## src/rtl/brcomp_pkg.sv

```systemverilog
// Shared types and helpers for the sequential branch comparator.
// Latency: n/a (types, constants and pure functions only).
// Backpressure: n/a.
package brcomp_pkg;

  // RISC-V funct3 encodings of the six conditional branches
  typedef enum logic [2:0] {
    BR_BEQ  = 3'b000,
    BR_BNE  = 3'b001,
    BR_BLT  = 3'b100,
    BR_BGE  = 3'b101,
    BR_BLTU = 3'b110,
    BR_BGEU = 3'b111
  } br_op_e;

  typedef enum logic [1:0] {
    IDLE = 2'd0,
    CMP  = 2'd1,
    DONE = 2'd2
  } brcomp_state_e;

  // Default geometry; instances derive their own values from XLEN/CHUNK
  localparam int XLEN_DEF   = 32;
  localparam int CHUNK_DEF  = 8;
  localparam int NCHUNK_DEF = XLEN_DEF / CHUNK_DEF;

  // Chunk index width, kept at least one bit so a single-chunk build still elaborates
  function automatic int f_idx_w(input int nchunk);
    return (nchunk > 1) ? $clog2(nchunk) : 1;
  endfunction

  localparam int IDX_W_DEF = f_idx_w(NCHUNK_DEF);

  // funct3 010/011 are not branches
  function automatic logic f_is_illegal(input logic [2:0] op);
    return (op[2:1] == 2'b01);
  endfunction

  // BLT/BGE compare two's-complement operands
  function automatic logic f_is_signed(input logic [2:0] op);
    return (op[2:1] == 2'b10);
  endfunction

  // Branch decision from the compare flags; non-branch encodings never take
  function automatic logic f_taken(input logic [2:0] op, input logic eq, input logic less);
    logic t;
    t = 1'b0;
    case (op)
      BR_BEQ:           t = eq;
      BR_BNE:           t = !eq;
      BR_BLT, BR_BLTU:  t = less;
      BR_BGE, BR_BGEU:  t = !less;
      default:          t = 1'b0;
    endcase
    return t;
  endfunction

endpackage

```

## src/rtl/brcomp_seq_if.sv

```systemverilog
// Request/result bundle between issue stage, comparator and branch unit.
// Latency: n/a (wiring only).
// Backpressure: valid/ready on both the request and the result side.
interface brcomp_seq_if #(
  parameter int XLEN = 32
);
  logic            valid_i;
  logic            ready_o;
  logic [2:0]      br_op_i;
  logic [XLEN-1:0] rs1_data_i;
  logic [XLEN-1:0] rs2_data_i;
  logic            kill_i;
  logic            valid_o;
  logic            ready_i;
  logic            br_equal_o;
  logic            br_less_o;
  logic            br_taken_o;
  logic            illegal_o;

  // Issue stage / branch unit side
  modport master (
    output valid_i, br_op_i, rs1_data_i, rs2_data_i, kill_i, ready_i,
    input  ready_o, valid_o, br_equal_o, br_less_o, br_taken_o, illegal_o
  );

  // Comparator side
  modport slave (
    input  valid_i, br_op_i, rs1_data_i, rs2_data_i, kill_i, ready_i,
    output ready_o, valid_o, br_equal_o, br_less_o, br_taken_o, illegal_o
  );
endinterface

```

## src/rtl/brcomp_chunk.sv

```systemverilog
// Combinational CHUNK-bit compare; flip_msb turns the unsigned compare into a signed one.
// Latency: 0 cycles (pure combinational).
// Backpressure: none.
module brcomp_chunk #(
  parameter int CHUNK = 8
) (
  input  logic [CHUNK-1:0] a,
  input  logic [CHUNK-1:0] b,
  input  logic             flip_msb,
  output logic             eq,
  output logic             lt
);

  logic [CHUNK-1:0] msk;
  logic [CHUNK-1:0] a_x;
  logic [CHUNK-1:0] b_x;

  // Inverting both sign bits maps two's complement order onto unsigned order
  always_comb begin
    msk = '0;
    msk[CHUNK-1] = flip_msb;
    a_x = a ^ msk;
    b_x = b ^ msk;
    eq  = (a == b);
    lt  = (a_x < b_x);
  end

endmodule

```

## src/rtl/brcomp_seq.sv

```systemverilog
// Multi-cycle branch comparator: MSB-first, CHUNK bits per cycle, optional early exit.
// Latency: k+1 cycles counting the accept cycle (k = CMP cycles, 1..NCHUNK); illegal op 1.
// Backpressure: one request in flight; result held in DONE until ready_i; kill_i overrides all.
module brcomp_seq
  import brcomp_pkg::*;
#(
  parameter int XLEN       = 32,
  parameter int CHUNK      = 8,
  parameter int EARLY_EXIT = 1
) (
  input  logic        clk_i,
  input  logic        rst_ni,
  brcomp_seq_if.slave bus
);

  localparam int NCHUNK = XLEN / CHUNK;
  localparam int IDX_W  = f_idx_w(NCHUNK);
  localparam logic [IDX_W-1:0] IDX_TOP = IDX_W'(NCHUNK - 1);

  brcomp_state_e state_q, state_d;
  logic [IDX_W-1:0] idx_q, idx_d;
  logic [NCHUNK-1:0][CHUNK-1:0] a_q, b_q;
  logic [2:0] op_q;
  logic eq_q, eq_d;
  logic less_q, less_d;
  logic taken_q, taken_d;
  logic ill_q, ill_d;
  // Set once a differing chunk has fixed the result (only matters without early exit)
  logic hit_q, hit_d;
  logic load;

  logic ch_eq, ch_lt, ch_flip;

  // Sign handling applies only to the most significant chunk
  assign ch_flip = f_is_signed(op_q) && (idx_q == IDX_TOP);

  brcomp_chunk #(.CHUNK(CHUNK)) u_chunk (
    .a        (a_q[idx_q]),
    .b        (b_q[idx_q]),
    .flip_msb (ch_flip),
    .eq       (ch_eq),
    .lt       (ch_lt)
  );

  // Next state, chunk walk and result accumulation
  always_comb begin
    state_d = state_q;
    idx_d   = idx_q;
    eq_d    = eq_q;
    less_d  = less_q;
    taken_d = taken_q;
    ill_d   = ill_q;
    hit_d   = hit_q;
    load    = 1'b0;

    if (bus.kill_i) begin
      state_d = IDLE;
      idx_d   = '0;
      eq_d    = 1'b0;
      less_d  = 1'b0;
      taken_d = 1'b0;
      ill_d   = 1'b0;
      hit_d   = 1'b0;
    end else begin
      case (state_q)
        IDLE: begin
          if (bus.valid_i) begin
            load    = 1'b1;
            less_d  = 1'b0;
            taken_d = 1'b0;
            hit_d   = 1'b0;
            if (f_is_illegal(bus.br_op_i)) begin
              state_d = DONE;
              ill_d   = 1'b1;
              eq_d    = 1'b0;
            end else begin
              state_d = CMP;
              idx_d   = IDX_TOP;
              ill_d   = 1'b0;
              eq_d    = 1'b1;
            end
          end
        end
        CMP: begin
          if (!hit_q && !ch_eq) begin
            eq_d   = 1'b0;
            less_d = ch_lt;
            hit_d  = 1'b1;
          end
          if (((EARLY_EXIT != 0) && !ch_eq) || (idx_q == '0)) begin
            state_d = DONE;
            taken_d = f_taken(op_q, eq_d, less_d);
          end else begin
            idx_d = idx_q - IDX_W'(1);
          end
        end
        DONE: begin
          if (bus.ready_i) begin
            state_d = IDLE;
            eq_d    = 1'b0;
            less_d  = 1'b0;
            taken_d = 1'b0;
            ill_d   = 1'b0;
          end
        end
        default: state_d = IDLE;
      endcase
    end
  end

  // State and result registers
  always_ff @(posedge clk_i or negedge rst_ni) begin
    if (!rst_ni) begin
      state_q <= IDLE;
      idx_q   <= '0;
      a_q     <= '0;
      b_q     <= '0;
      op_q    <= 3'b000;
      eq_q    <= 1'b0;
      less_q  <= 1'b0;
      taken_q <= 1'b0;
      ill_q   <= 1'b0;
      hit_q   <= 1'b0;
    end else begin
      state_q <= state_d;
      idx_q   <= idx_d;
      eq_q    <= eq_d;
      less_q  <= less_d;
      taken_q <= taken_d;
      ill_q   <= ill_d;
      hit_q   <= hit_d;
      if (load) begin
        a_q  <= bus.rs1_data_i;
        b_q  <= bus.rs2_data_i;
        op_q <= bus.br_op_i;
      end
    end
  end

  // Results are only visible in DONE; eq_q runs as an accumulator during CMP
  assign bus.ready_o    = (state_q == IDLE);
  assign bus.valid_o    = (state_q == DONE);
  assign bus.br_equal_o = bus.valid_o & eq_q;
  assign bus.br_less_o  = bus.valid_o & less_q;
  assign bus.br_taken_o = bus.valid_o & taken_q;
  assign bus.illegal_o  = bus.valid_o & ill_q;

endmodule

```

## src/flat_wrapper.sv

```systemverilog
// flat-port wrapper written by rule: the top's interface ports become plain ports
module brcomp_seq_flat import brcomp_pkg::*;
#(
  parameter int XLEN       = 32,
  parameter int CHUNK      = 8,
  parameter int EARLY_EXIT = 1
)
  (clk_i, rst_ni, bus_valid_i, bus_br_op_i, bus_rs1_data_i, bus_rs2_data_i, bus_kill_i, bus_ready_i, bus_ready_o, bus_valid_o, bus_br_equal_o, bus_br_less_o, bus_br_taken_o, bus_illegal_o);
  brcomp_seq_if #(.XLEN(XLEN)) bus_i ();
  input  logic clk_i;
  input  logic rst_ni;
  input wire logic [$bits(bus_i.valid_i)-1:0] bus_valid_i;
  input wire logic [$bits(bus_i.br_op_i)-1:0] bus_br_op_i;
  input wire logic [$bits(bus_i.rs1_data_i)-1:0] bus_rs1_data_i;
  input wire logic [$bits(bus_i.rs2_data_i)-1:0] bus_rs2_data_i;
  input wire logic [$bits(bus_i.kill_i)-1:0] bus_kill_i;
  input wire logic [$bits(bus_i.ready_i)-1:0] bus_ready_i;
  output wire logic [$bits(bus_i.ready_o)-1:0] bus_ready_o;
  output wire logic [$bits(bus_i.valid_o)-1:0] bus_valid_o;
  output wire logic [$bits(bus_i.br_equal_o)-1:0] bus_br_equal_o;
  output wire logic [$bits(bus_i.br_less_o)-1:0] bus_br_less_o;
  output wire logic [$bits(bus_i.br_taken_o)-1:0] bus_br_taken_o;
  output wire logic [$bits(bus_i.illegal_o)-1:0] bus_illegal_o;
  assign bus_i.valid_i = bus_valid_i;
  assign bus_i.br_op_i = bus_br_op_i;
  assign bus_i.rs1_data_i = bus_rs1_data_i;
  assign bus_i.rs2_data_i = bus_rs2_data_i;
  assign bus_i.kill_i = bus_kill_i;
  assign bus_i.ready_i = bus_ready_i;
  assign bus_ready_o = bus_i.ready_o;
  assign bus_valid_o = bus_i.valid_o;
  assign bus_br_equal_o = bus_i.br_equal_o;
  assign bus_br_less_o = bus_i.br_less_o;
  assign bus_br_taken_o = bus_i.br_taken_o;
  assign bus_illegal_o = bus_i.illegal_o;
  brcomp_seq #(.XLEN(XLEN), .CHUNK(CHUNK), .EARLY_EXIT(EARLY_EXIT)) u_core (.clk_i(clk_i), .rst_ni(rst_ni), .bus(bus_i));
endmodule
```

## config.mk

```make
export PLATFORM = sky130hd
export DESIGN_NAME = brcomp_seq_flat
export DESIGN_NICKNAME = d
export VERILOG_FILES = /design/src/rtl/brcomp_pkg.sv /design/src/rtl/brcomp_seq_if.sv /design/src/rtl/brcomp_chunk.sv /design/src/rtl/brcomp_seq.sv /design/src/flat_wrapper.sv
export SDC_FILE = /design/constraint.sdc
export NUM_CORES = 1
export LEC_CHECK = 0
export ABC_CLOCK_PERIOD_IN_PS = 3250
export CAP_MARGIN = 20
export CORE_ASPECT_RATIO = 1.4
export CORE_MARGIN = 2
export CORE_UTILIZATION = 43
export DETAILED_ROUTE_END_ITERATION = 7
export HOLD_SLACK_MARGIN = 0.03
export PLACE_DENSITY = 0.77
export SLEW_MARGIN = 20
export SYNTH_ARGS = -nofsm -noshare
export SYNTH_HDL_FRONTEND = slang
export SYNTH_SLANG_ARGS = --single-unit
```

## constraint.sdc

```tcl
create_clock -name clk_i -period 3.25 [get_ports clk_i]
set_clock_uncertainty 0.1 [all_clocks]
set_input_delay 0.4875 -clock clk_i [delete_from_list [all_inputs] [get_ports clk_i]]
set_output_delay 0.4875 -clock clk_i [all_outputs]
set_load 0.05 [all_outputs]
```

# Word-level counts from Yosys, hierarchy flattened
# Cells that the tools add are included.
[totals]
register_bits = 76
latch_bits = 0
ram_bits = 0
mem_bits_ro = 0
mem_count = 0
[classes]
n_addsub = 1
n_mul = 0
n_div = 0
magnitude_cmp = 2
eq_ne = 17
n_shift = 0
mux = 43
bitwise = 6
n_reduce_logical = 21
[op_table]
columns = ["op", "count"]
rows = [
  ["$bmux 8 s2", 2],
  ["$mux 1", 22],
  ["$mux 2", 9],
  ["$mux 8", 2],
  ["$xor 8x8->8", 2],
  ["$eq 3x3->1 const B", 4],
  ["$ne 3x3->1 const B", 4],
  ["$reduce_and 3->1", 4],
  ["$pmux 1 s3", 3],
  ["$eq 8x8->1", 1],
  ["$lt 8x8->1", 1],
  ["$reduce_and 4->1", 2],
  ["$eq 2x2->1 const B", 3],
  ["$ne 3x2->1 const B", 2],
  ["$pmux 2 s3", 1],
  ["$reduce_bool 3->1", 2],
  ["$and 1x1->1", 4],
  ["$eq 2x1->1 const B", 2],
  ["$logic_not 1->1", 4],
  ["$logic_not 2->1", 2],
  ["$pmux 1 s2", 2],
  ["$pmux 1 s4", 1],
  ["$pmux 2 s2", 1],
  ["$reduce_bool 4->1", 1],
  ["7 further kinds", 9],
]

# Longest topological paths before layout
# Gate-level depths: netlist of run 1.
[depth]
ltp_word = 13
depth_mapped = 12
ltp_nobuf = 10

# Cells and area by module
# A second synthesis of run 1 with hierarchy kept.
[unflattened]
cells_unflattened = 278
area_unflattened_um2 = 3778.6
[by_module_without_submodules]
columns = ["mod", "n_inst", "cells_per_inst", "area_each_um2", "seq_area_each_um2"]
rows = [
  ["brcomp_seq", 1, 245, 3558.4, 1901.8],
  ["brcomp_chunk", 1, 33, 220.2, 0.0],
]

# Worst setup path before layout of run 1
# OpenSTA, ideal clock, no wires.
[synth_path]
path_kind = "register to register"
start = "register u_core.idx_q[0]"
end = "register u_core.taken_q"
setup_ns = 0.073
arrival_ns = 2.828
t_required_ns = 3.077
path_slack_ns = 0.249
stages_incl_launch_ff = 12
path_buffers = 2
path_cell_list = "dfrtp_1 -> buf_2 -> buf_2 -> mux4_2 -> ha_1 -> nor2b_1 -> o21a_1 -> o21ai_0 -> a21oi_1 -> a41o_1 -> mux2_4 -> a21oi_2"
[synth_via]
elab_chain_len = 13
elab_cells_between_ends = 28
classes_between = "order compare (1); eq/ne (3); mux (14); bitwise (2); reduce/logical (8)"
[synth_lines]
columns = ["item", "line_no", "text"]
rows = [
  ["from (decl)", "brcomp_seq.sv:21", "logic [IDX_W-1:0] idx_q, idx_d;"],
  ["from (signal assigned)", "brcomp_seq.sv:126", "idx_q <= idx_d;"],
  ["parallel branches: the longest is 13 deep, another holds $lt 8x8->1", "--", ""],
  ["to (signal assigned)", "brcomp_seq.sv:129", "taken_q <= taken_d;"],
  ["to (decl)", "brcomp_seq.sv:26", "logic taken_q, taken_d;"],
]
# Several ways; the timed one is not identified. The select of a mux whose other input is x is not followed.
# A chain may end at the register's enable or synchronous reset.

# Final worst setup path of run 1
[layout_path]
start = "register u_core.idx_q[1]"
end = "register u_core.taken_q"
# The elaborated chain is that of the path after synthesis.

==> flow_metrics.tcl, run 1 <==
set metrics [dict create \
    status "finished clean" \
    dieArea_mm2 0.00963 \
    yosys.cell_types.count 40 \
    netlist_instances 281 \
    finalSetupViolations 0 \
    grt_antenna_before_repair 0 \
    path_cells "buf_4 > mux4_2 > inv_1 > ha_1 > nand4_1 > nor2_1 > a21oi_2 > nor2b_1 > xnor2_1 > o311a_1 > a21oi_2" \
    cap_viol_max_count 0 \
    vias 2528 \
    synth.cell_area_mm2 0.00381 \
    p_seq_share_pct 36.7 \
    asyncSetResetFlopFracSynth_pct 100 \
    static-leakage-power_uw 0.00207 \
    cts_sinks 76 \
    most-common-layout-cells "clkdlybuf4s50_1 (76), dfrtp_1 (76), mux2_2 (68)" \
    initial_cell_density_of_the_core_pct 44.2 \
    synth_area_leaders "dfrtp_1 (50%), mux2_2 (20%), mux4_2 (8.9%)" \
    power.share.combinational_pct 41.9 \
    powerDensity_mw_per_mm2 937 \
    yosys.area.top_type_share_pct 50.0 \
    largest_net_degree_at_the_start_of_global_routing 77 \
    crit_top_cell "a21oi_2" \
    path_max_fanout 13 \
    avgRoutedWirePerCell_um 16.7 \
    min_period_over_period_pct 87.4 \
    wl_met3_um 297 \
    number_of_global_route_vias_before_repair 2736 \
    tritoncts_clock_tree "done" \
    hpwl_um 5900 \
    grt_first_pass_wirelength_um 13300 \
    worst-path-buf-inv 2 \
    remaining_number_of_nets_flagged_by_the_antenna_check_after_routing 0 \
    yosysTopAreaCell "dfrtp_1" \
    numCtsBuffers 9 \
    post_route_setup_tns_ns 0 \
    clock_path_buffers 2 \
    m1WireLength_um 3120 \
    worst_ir_drop_vdd_v 0.000537 \
    hold_class "input port to asynchronous set/reset pin" \
    worst_ep_arrival_time_ns 3.01 \
    cp-start-kind "register" \
    worst_path_dominant_cell_family "flip-flops" \
    clock_insertion_delay_worst_skew_ns 0.34 \
    drc 0 \
    timing_hold_violations_final 0 \
    tightest_slew_ns 0.955 \
    setup.worst_path.class "register to register" \
    end_kind "register" \
    antennaDiodeCount 0 \
    p_sw_uw 1520 \
    ys_seq_elements 76 \
    timing.critical_path.required_ns 3.42 \
    buffer_ports.inserted 77 \
    synth-edff-count 0 \
    grt_usage_pct 18.1 \
    timing.final.crit_period_ns 2.84 \
    drt_first_pass_iters 4 \
    worst_case_hold_slack_ns 0.196 \
    postCtsHoldBufs 0 \
    fin_nets 446 \
    grt_setup_unrepaired "no" \
    switching_power_share_of_the_total_pct 32.4 \
    max_freq_mhz 352 \
    grt_overflow_total 0 \
    slew_violations 0 \
    met2_length_um 4310 \
    die-height_um 115 \
    max_stage_delay_ns 0.70 \
    post-cts-setup-buffers 0 \
    die_width_um 83.5 \
    gp_congestion 0.888 \
    ratio_of_cells_with_drive_above_1_in_the_final_layout_pct 30.5 \
    synth_seq_area_share_pct 50.0 \
    h_tree_levels 3 \
    route.final.wire_length_um 7890 \
    internal_power_uw 3170 \
    root_cell_of_the_clock_tree "clkbuf_16" \
    p_clk_share_pct 21.4 \
    postCtsResizedCells 0 \
    instances_no_fill 472 \
    core_region_area_mm2 0.00861 \
    critPathSlowestCell "dfrtp_1" \
    synthesis.nets 365 \
    drt_iter0_drc 165 \
    maxUsedRoutingLayer "met4" \
    max-slew-margin-rel_pct 36.3 \
    syn_to_final_growth_pct 31.7 \
    fp-row-count 40 \
    postLayoutCoreUtil_pct 58.2 \
    viasPerCell 5.36 \
    postSynthAreaPerCell_um2 13.5 \
    clkSlewWorstSetupHoldPaths_ns 0.06 \
    ys_warn_count 0 \
    yosys_most_used_dff "dfrtp_1" \
    power.total_uw 4700 \
    placed_cells 456 \
    io_pins 78 \
]
[path summary, 6_finish.rpt]
check,from,to,slack (ns),cells past startpoint
worst min-delay path,rst_ni,u_core.a_q[4],0.20,1
worst max register to register,u_core.idx_q[1],u_core.taken_q,0.41,11
worst max-delay path,u_core.idx_q[1],u_core.taken_q,0.41,11
max in group asynchronous,rst_ni,u_core.taken_q,2.23,1
min in group clk_i,u_core.b_q[16],u_core.b_q[16],0.40,1
worst min register to register,u_core.b_q[16],u_core.b_q[16],0.40,1
[metal layers]
| layer | GRT usage [%] | up-vias |
|---|---|---|
| li1 | - | 1197 |
| met4 | 7.42 | 0 |
| met3 | 4.31 | 10 |
| met5 | 0 | - |
| met2 | 33.3 | 59 |
| met1 | 20.2 | 1262 |
[worst reg2reg max path, stage by stage (launching register included)]
cell     delay, ns
dfrtp_1       0.70
buf_4         0.29
mux4_2        0.31
inv_1         0.07
ha_1          0.24
nand4_1       0.10
nor2_1        0.07
a21oi_2       0.22
nor2b_1       0.10
xnor2_1       0.13
o311a_1       0.30
a21oi_2       0.13
[area by class of cell]
class / count / area, um2
Timing Repair Buffer: 82 / 818
Multi-Input combinational cell: 178 / 1800
Inverter: 15 / 56.3
Sequential cell: 76 / 1900
Tap cell: 105 / 131
Clock inverter: 4 / 47.5
Fill cell: 720 / 3590
Clock buffer: 12 / 256
[through the flow]
stage / instance area, um2 / setup slack [ns]
CTS: 5010 / 0.400
global placement: 4710 / 0.532
global route: 5010 / 0.216
detailed placement: 4710 / 0.439
floorplan: 3810 / 0.249
finish: 5010 / 0.408
[power groups by stage]
| stage | combinational, uW | sequential, uW | clock [uW] |
|---|---|---|---|
| finish | 1970 | 1720 | 1000 |
| global route | 2170 | 1780 | 1070 |
| CTS | 2000 | 1720 | 1030 |
| detailed placement | 1970 | 1740 | 0 |
| global placement | 1910 | 1720 | 0 |
| floorplan | 1560 | 1600 | 0 |
[cells by family (layout without fill, tap and decap cells)]
group / after synthesis / after routing / synth area share (%)
and+or+nand+nor: 40 / 40 / 5.72
muxes: 87 / 87 / 30.2
DFF: 76 / 76 / 50.0
xor gates and xnor gates: 6 / 6 / 1.38
buffers and inverters: 27 / 113 / 3.02
AOI/OAI and AO/OA: 33 / 33 / 5.75
adders and majority gates: 12 / 12 / 3.94
[cell usage after synthesis (all sizes together), types with 2 or more instances]
cell type	count
nor3	3
inv	15
o21ai	11
mux4	15
o31ai	2
nand2b	5
nand3	6
xnor2	5
mux2i	2
mux2	70
and2	4
nand3b	2
dfrtp	76
ha	12
buf	9
clkbuf	3
nand4	4
a21oi	9
nor2	4
nor2b	4
o31a	2
o41ai	2
nand2	6
[registers in the layout, indices dropped and copies added, names as in the netlist]
| register | flops |
|---|---|
| u_core.op_q | 3 |
| u_core.a_q | 32 |
| u_core.state_q | 2 |
| u_core.b_q | 32 |
| u_core.eq_q | 1 |
| u_core.hit_q | 1 |
| u_core.less_q | 1 |
| u_core.idx_q | 2 |
| u_core.ill_q | 1 |
| u_core.taken_q | 1 |
(Power assumes the default switching activity.)
==> run 2: changes to the inputs <==
--- a/config.mk
+++ b/config.mk
@@ -5,15 +5,15 @@
 export SDC_FILE = /design/constraint.sdc
 export NUM_CORES = 1
 export LEC_CHECK = 0
-export ABC_CLOCK_PERIOD_IN_PS = 3250
+export ABC_CLOCK_PERIOD_IN_PS = 3600
 export CAP_MARGIN = 20
 export CORE_ASPECT_RATIO = 1.4
 export CORE_MARGIN = 2
 export CORE_UTILIZATION = 43
+export CTS_BUF_LIST = sky130_fd_sc_hd__clkbuf_8
 export DETAILED_ROUTE_END_ITERATION = 7
 export HOLD_SLACK_MARGIN = 0.03
-export PLACE_DENSITY = 0.77
-export SLEW_MARGIN = 20
+export PLACE_DENSITY = 0.74
 export SYNTH_ARGS = -nofsm -noshare
 export SYNTH_HDL_FRONTEND = slang
 export SYNTH_SLANG_ARGS = --single-unit
==> constraint.sdc (replaced) <==
create_clock -name clk_i -period 3.6 [get_ports clk_i]
set_clock_uncertainty 0.1 [all_clocks]
set_input_delay 0.54 -clock clk_i [delete_from_list [all_inputs] [get_ports clk_i]]
set_output_delay 0.54 -clock clk_i [all_outputs]
set_load 0.05 [all_outputs]
==> run 2 against run 1 <==
  * Wire length grew 1.3%
  * Clock power shrank 29%
  * First-iteration DRC count shrank 41%
  * Die area is the same
  * Count of clock-buffer cells in the layout grew 1
  * Non-clock buffer count shrank 2
  * Setup slack lost 0.015 ns
  * Sequential share of layout area grew 0.85 points
  * Sequential power shrank 8%
  * Highest routed layer unchanged
  * Global-route usage shrank 0.16 points
  * Combinational power shrank 12%
  * Sequential cell count is the same
  * Largest cell class unchanged
==> flow_metrics.tcl, run 2 (synthesis results as in run 1) <==
set metrics [dict create \
    worst-path-buf-inv 2 \
    grt_usage_pct 17.9 \
    grt_first_pass_wirelength_um 13400 \
    worst_path_dominant_cell_family "flip-flops" \
    ratio_of_cells_with_drive_above_1_in_the_final_layout_pct 30.4 \
    timing_hold_violations_final 0 \
    antennaDiodeCount 0 \
    clock_insertion_delay_worst_skew_ns 0.35 \
    drt_iter0_drc 97 \
    initial_cell_density_of_the_core_pct 44.2 \
    numCtsBuffers 9 \
    grt_antenna_before_repair 0 \
    syn_to_final_growth_pct 28.8 \
    power.total_uw 4030 \
    die_width_um 83.5 \
    p_seq_share_pct 39.3 \
    gp_congestion 0.851 \
    path_max_fanout 16 \
    hpwl_um 5760 \
    cap_viol_max_count 0 \
    fin_nets 444 \
    end_kind "register" \
    timing.critical_path.required_ns 3.78 \
    reg_top3 "u_core.a_q: 32 flops, u_core.b_q: 32 flops, u_core.op_q: 3 flops" \
    finalSetupViolations 0 \
    p_sw_uw 1350 \
    drc 0 \
    die-height_um 115 \
    cp-start-kind "register" \
    root_cell_of_the_clock_tree "clkbuf_8" \
    core_region_area_mm2 0.00861 \
    multi_input_comb_area_mm2 0.00180 \
    fp-row-count 40 \
    postCtsHoldBufs 0 \
    area.sequential_mm2 0.00190 \
    viasPerCell 5.38 \
    power.share.combinational_pct 43.2 \
    number_of_global_route_vias_before_repair 2747 \
    clock_path_buffers 2 \
    final.setup.worst_slack_ns 0.394 \
    grt_setup_unrepaired "no" \
    worst_ep_arrival_time_ns 3.39 \
    status "finished clean" \
    tritoncts_clock_tree "done" \
    crit_top_cell "a21oi_2" \
    worst_ir_drop_vdd_v 0.000370 \
    slew_violations 0 \
    p_clk_share_pct 17.5 \
    switching_power_share_of_the_total_pct 33.6 \
    remaining_number_of_nets_flagged_by_the_antenna_check_after_routing 0 \
    grt_overflow_total 0 \
    most-common-layout-cells "clkdlybuf4s50_1 (76), dfrtp_1 (76), mux2_2 (68)" \
    clkSlewWorstSetupHoldPaths_ns 0.08 \
    avgRoutedWirePerCell_um 17.0 \
    max_stage_delay_ns 0.89 \
    m1WireLength_um 3150 \
    post-cts-setup-buffers 0 \
    critPathSlowestCell "dfrtp_1" \
    timing.final.crit_period_ns 3.21 \
    place_ws_ns 0.377 \
    cts_sinks 76 \
    hold_class "input port to asynchronous set/reset pin" \
    route.final.wire_length_um 7990 \
    maxUsedRoutingLayer "met4" \
    largest_net_degree_at_the_start_of_global_routing 77 \
    min_period_over_period_pct 89.1 \
    static-leakage-power_uw 0.00202 \
    buffer_ports.inserted 77 \
    drt_first_pass_iters 4 \
    setup.worst_path.class "register to register" \
    wl_met3_um 305 \
    vias 2528 \
    dieArea_mm2 0.00963 \
    filler_cell_count 708 \
    tightest_slew_ns 0.957 \
    path_cells "buf_4 > mux4_2 > inv_1 > ha_1 > nand3_1 > nor2_1 > a21oi_2 > nor2b_1 > xnor2_1 > o311a_1 > a21oi_2" \
    internal_power_uw 2680 \
    postLayoutCoreUtil_pct 57.0 \
    postCtsResizedCells 0 \
    post_route_setup_tns_ns 0 \
    met2_length_um 4290 \
    powerDensity_mw_per_mm2 823 \
    h_tree_levels 3 \
    max_freq_mhz 312 \
    io_pins 78 \
    max-slew-margin-rel_pct 36.2 \
]
run 2: worst paths after layout:
check	slack, ns	end	cells after the start	start
max in group asynchronous	2.53	u_core.b_q[26]	1	rst_ni
worst min-delay path	0.23	u_core.a_q[10]	1	rst_ni
worst max register to register	0.39	u_core.taken_q	11	u_core.idx_q[0]
worst min register to register	0.41	u_core.b_q[5]	1	u_core.b_q[5]
worst max-delay path	0.39	u_core.taken_q	11	u_core.idx_q[0]
min in group clk_i	0.41	u_core.b_q[5]	1	u_core.b_q[5]
run 2: worst register-to-register path, stage by stage (launching register included):
cell,delay (ns)
dfrtp_1,0.89
buf_4,0.27
mux4_2,0.49
inv_1,0.06
ha_1,0.23
nand3_1,0.12
nor2_1,0.08
a21oi_2,0.25
nor2b_1,0.09
xnor2_1,0.13
o311a_1,0.30
a21oi_2,0.13
run 2: through the flow:
stage | hold slack [ns] | cell area (um2) | instances
after CTS | 0.274 | 4900 | 470
after global routing | 0.316 | 4900 | 470
after floorplan | 0.144 | 3810 | 281
after global placement | 0.373 | 4680 | 454
after detailed placement | 0.392 | 4680 | 454
final | 0.234 | 4900 | 470
run 2: final cells by class:
type,count,share of cell area [%]
tap,105,2.68
timing repair buffer,80,16.1
inverter,15,1.15
multi-input combinational,178,36.7
clock inverter,3,0.868
sequential,76,38.8
clock buffer,13,3.65
run 2: power groups by stage:
stage	Clock (uW)	Combinational [uW]	Sequential, uW
after floorplan	0	1410	1450
after global placement	0	1690	1590
after detailed placement	0	1750	1600
after CTS	723	1760	1590
after global routing	765	1930	1650
final	706	1740	1590
run 2: routing by layer:
| layer | global-route usage, % | vias up |
|---|---|---|
| li1 | - | 1185 |
| met2 | 33.1 | 74 |
| met4 | 7.96 | 0 |
| met5 | 0 | - |
| met1 | 20.0 | 1247 |
| met3 | 3.73 | 22 |
==> run 3: changes to the inputs <==
--- a/config.mk
+++ b/config.mk
@@ -8,7 +8,6 @@
 export ABC_CLOCK_PERIOD_IN_PS = 3600
 export CAP_MARGIN = 20
 export CORE_ASPECT_RATIO = 1.4
-export CORE_MARGIN = 2
 export CORE_UTILIZATION = 43
 export CTS_BUF_LIST = sky130_fd_sc_hd__clkbuf_8
 export DETAILED_ROUTE_END_ITERATION = 7
==> run 3 against run 2 <==
  * Largest cell class unchanged
  * Highest routed layer unchanged
  * Sequential power shrank 3%
  * Final area grew 0.13%
  * Utilization grew 0.073 points
  * Power grew 0.65%
  * Critical path depth is the same
==> flow_metrics.tcl, run 3 (synthesis results as in run 1) <==
set metrics [dict create \
    cp-start-kind "register" \
    ratio_of_cells_with_drive_above_1_in_the_final_layout_pct 30.2 \
    hold_class "input port to asynchronous set/reset pin" \
    remaining_number_of_nets_flagged_by_the_antenna_check_after_routing 0 \
    post_dp_cell_area_mm2 0.00467 \
    timing.reg2reg.worst_path_depth 11 \
    grt_antenna_before_repair 0 \
    cap_viol_max_count 0 \
    regToRegSetupSlack_ns 0.64 \
    max_freq_mhz 338 \
    grt_usage_pct 19.6 \
    io_pins 78 \
    grt_setup_unrepaired "no" \
    path_cells "buf_4 > mux4_2 > inv_1 > ha_1 > nor2b_1 > o21a_1 > o21ai_0 > a21oi_1 > a41o_1 > mux2_4 > a21oi_2" \
    cts_sinks 76 \
    timing.rr.end "u_core.taken_q" \
    powerDensity_mw_per_mm2 827 \
    worst_ir_drop_vdd_v 0.000538 \
    post_route_setup_tns_ns 0 \
    fin_area_mm2 0.00491 \
    max-slew-margin-rel_pct 35.6 \
    die-height_um 113 \
    filler_cell_count 731 \
    grt_first_pass_wirelength_um 13200 \
    syn_to_final_growth_pct 29.0 \
    dieArea_mm2 0.00924 \
    drt_iter0_drc 89 \
    reg_top3 "u_core.a_q: 32 flops, u_core.b_q: 32 flops, u_core.op_q: 3 flops" \
    clock_insertion_delay_worst_skew_ns 0.36 \
    initial_cell_density_of_the_core_pct 44.2 \
    fin_nets 443 \
    timing.critical_path.required_ns 3.80 \
    postCtsHoldBufs 0 \
    vias 2505 \
    route.final.wire_length_um 7790 \
    root_cell_of_the_clock_tree "clkbuf_8" \
    status "finished clean" \
    drt_first_pass_iters 4 \
    postCtsResizedCells 0 \
    setup.worst_path.class "register to register" \
    die_width_um 81.5 \
    clkSlewWorstSetupHoldPaths_ns 0.08 \
    max_stage_delay_ns 0.70 \
    post-cts-setup-buffers 0 \
    fp-row-count 40 \
    tightest_slew_ns 0.965 \
    core_region_area_mm2 0.00861 \
    buffer_ports.inserted 77 \
    min_period_over_period_pct 82.2 \
    worst-path-buf-inv 2 \
    static-leakage-power_uw 0.00203 \
    grt_overflow_total 0 \
    clock_path_buffers 2 \
    worst_path_dominant_cell_family "compound AO/OA/AOI/OAI gates" \
    worst_ep_arrival_time_ns 3.16 \
    viasPerCell 5.34 \
    number_of_global_route_vias_before_repair 2736 \
    avgRoutedWirePerCell_um 16.6 \
    postLayoutCoreUtil_pct 57.0 \
    antennaDiodeCount 0 \
    numCtsBuffers 9 \
    tritoncts_clock_tree "done" \
    most-common-layout-cells "clkdlybuf4s50_1 (76), dfrtp_1 (76), mux2_2 (68)" \
    timing_hold_violations_final 0 \
    slew_violations 0 \
    finalSetupViolations 0 \
    timing.rr.start "u_core.idx_q[1]" \
    largest_net_degree_at_the_start_of_global_routing 77 \
    worst_case_hold_slack_ns 0.221 \
    path_max_fanout 14 \
    hpwl_um 5660 \
    end_kind "register" \
    drc 0 \
    gp_congestion 0.837 \
    timing.final.crit_period_ns 2.96 \
    critPathSlowestCell "dfrtp_1" \
    h_tree_levels 3 \
]
==> run 3: changes by cell type in the layout (fill, tap and decap cells not counted) <==
cell,delta
clkinvlp_4,-1
buf_4,-1
bufinv_16,+1
clkbuf_8,-1
clkinv_2,+1
==> run 3: routing by layer <==
layer,GRT usage (%),up-vias,part of all wire (%)
li1,-,1184,-
met1,22.9,1245,41
met2,32.3,57,52
met3,4.27,19,3.4
met4,11.7,0,3.3
met5,0,-,0
==> run 3: worst max-delay path by stage <==
stage,start,to,depth (start not counted)
floorplan,u_core.idx_q[0],u_core.taken_q,11
global route,u_core.idx_q[1],u_core.taken_q,11
global placement,u_core.idx_q[1],u_core.taken_q,11
detailed placement,u_core.idx_q[1],u_core.taken_q,11
finish,u_core.idx_q[1],u_core.taken_q,11
CTS,u_core.idx_q[1],u_core.taken_q,11
==> run 3: final cells by class <==
type	count	area, um2	area share [%]
inverters	15	56.3	1.15
well taps	105	131	2.68
flip-flops and latches	76	1900	38.7
multi-input cells	178	1800	36.7
clock buffers	12	165	3.36
repair buffers	79	783	16.0
clock inverters	4	70.1	1.43
==> run 3: stage by stage <==
stage	cells	setup WS, ns	total power, uW
floorplan	281	0.599	2850
detailed placement	453	0.654	3330
CTS	469	0.635	4110
finish	469	0.640	4060
global route	469	0.466	4380
global placement	453	0.759	3270
==> run 3: where the power goes <==
group          total, uW  internal [uW]  switching (uW)  leakage, uW
registers           1550           1270             279     0.000912
clock network        752            445             308     0.000122
logic               1760           1010             754     0.000994
total               4060           2720            1340      0.00203
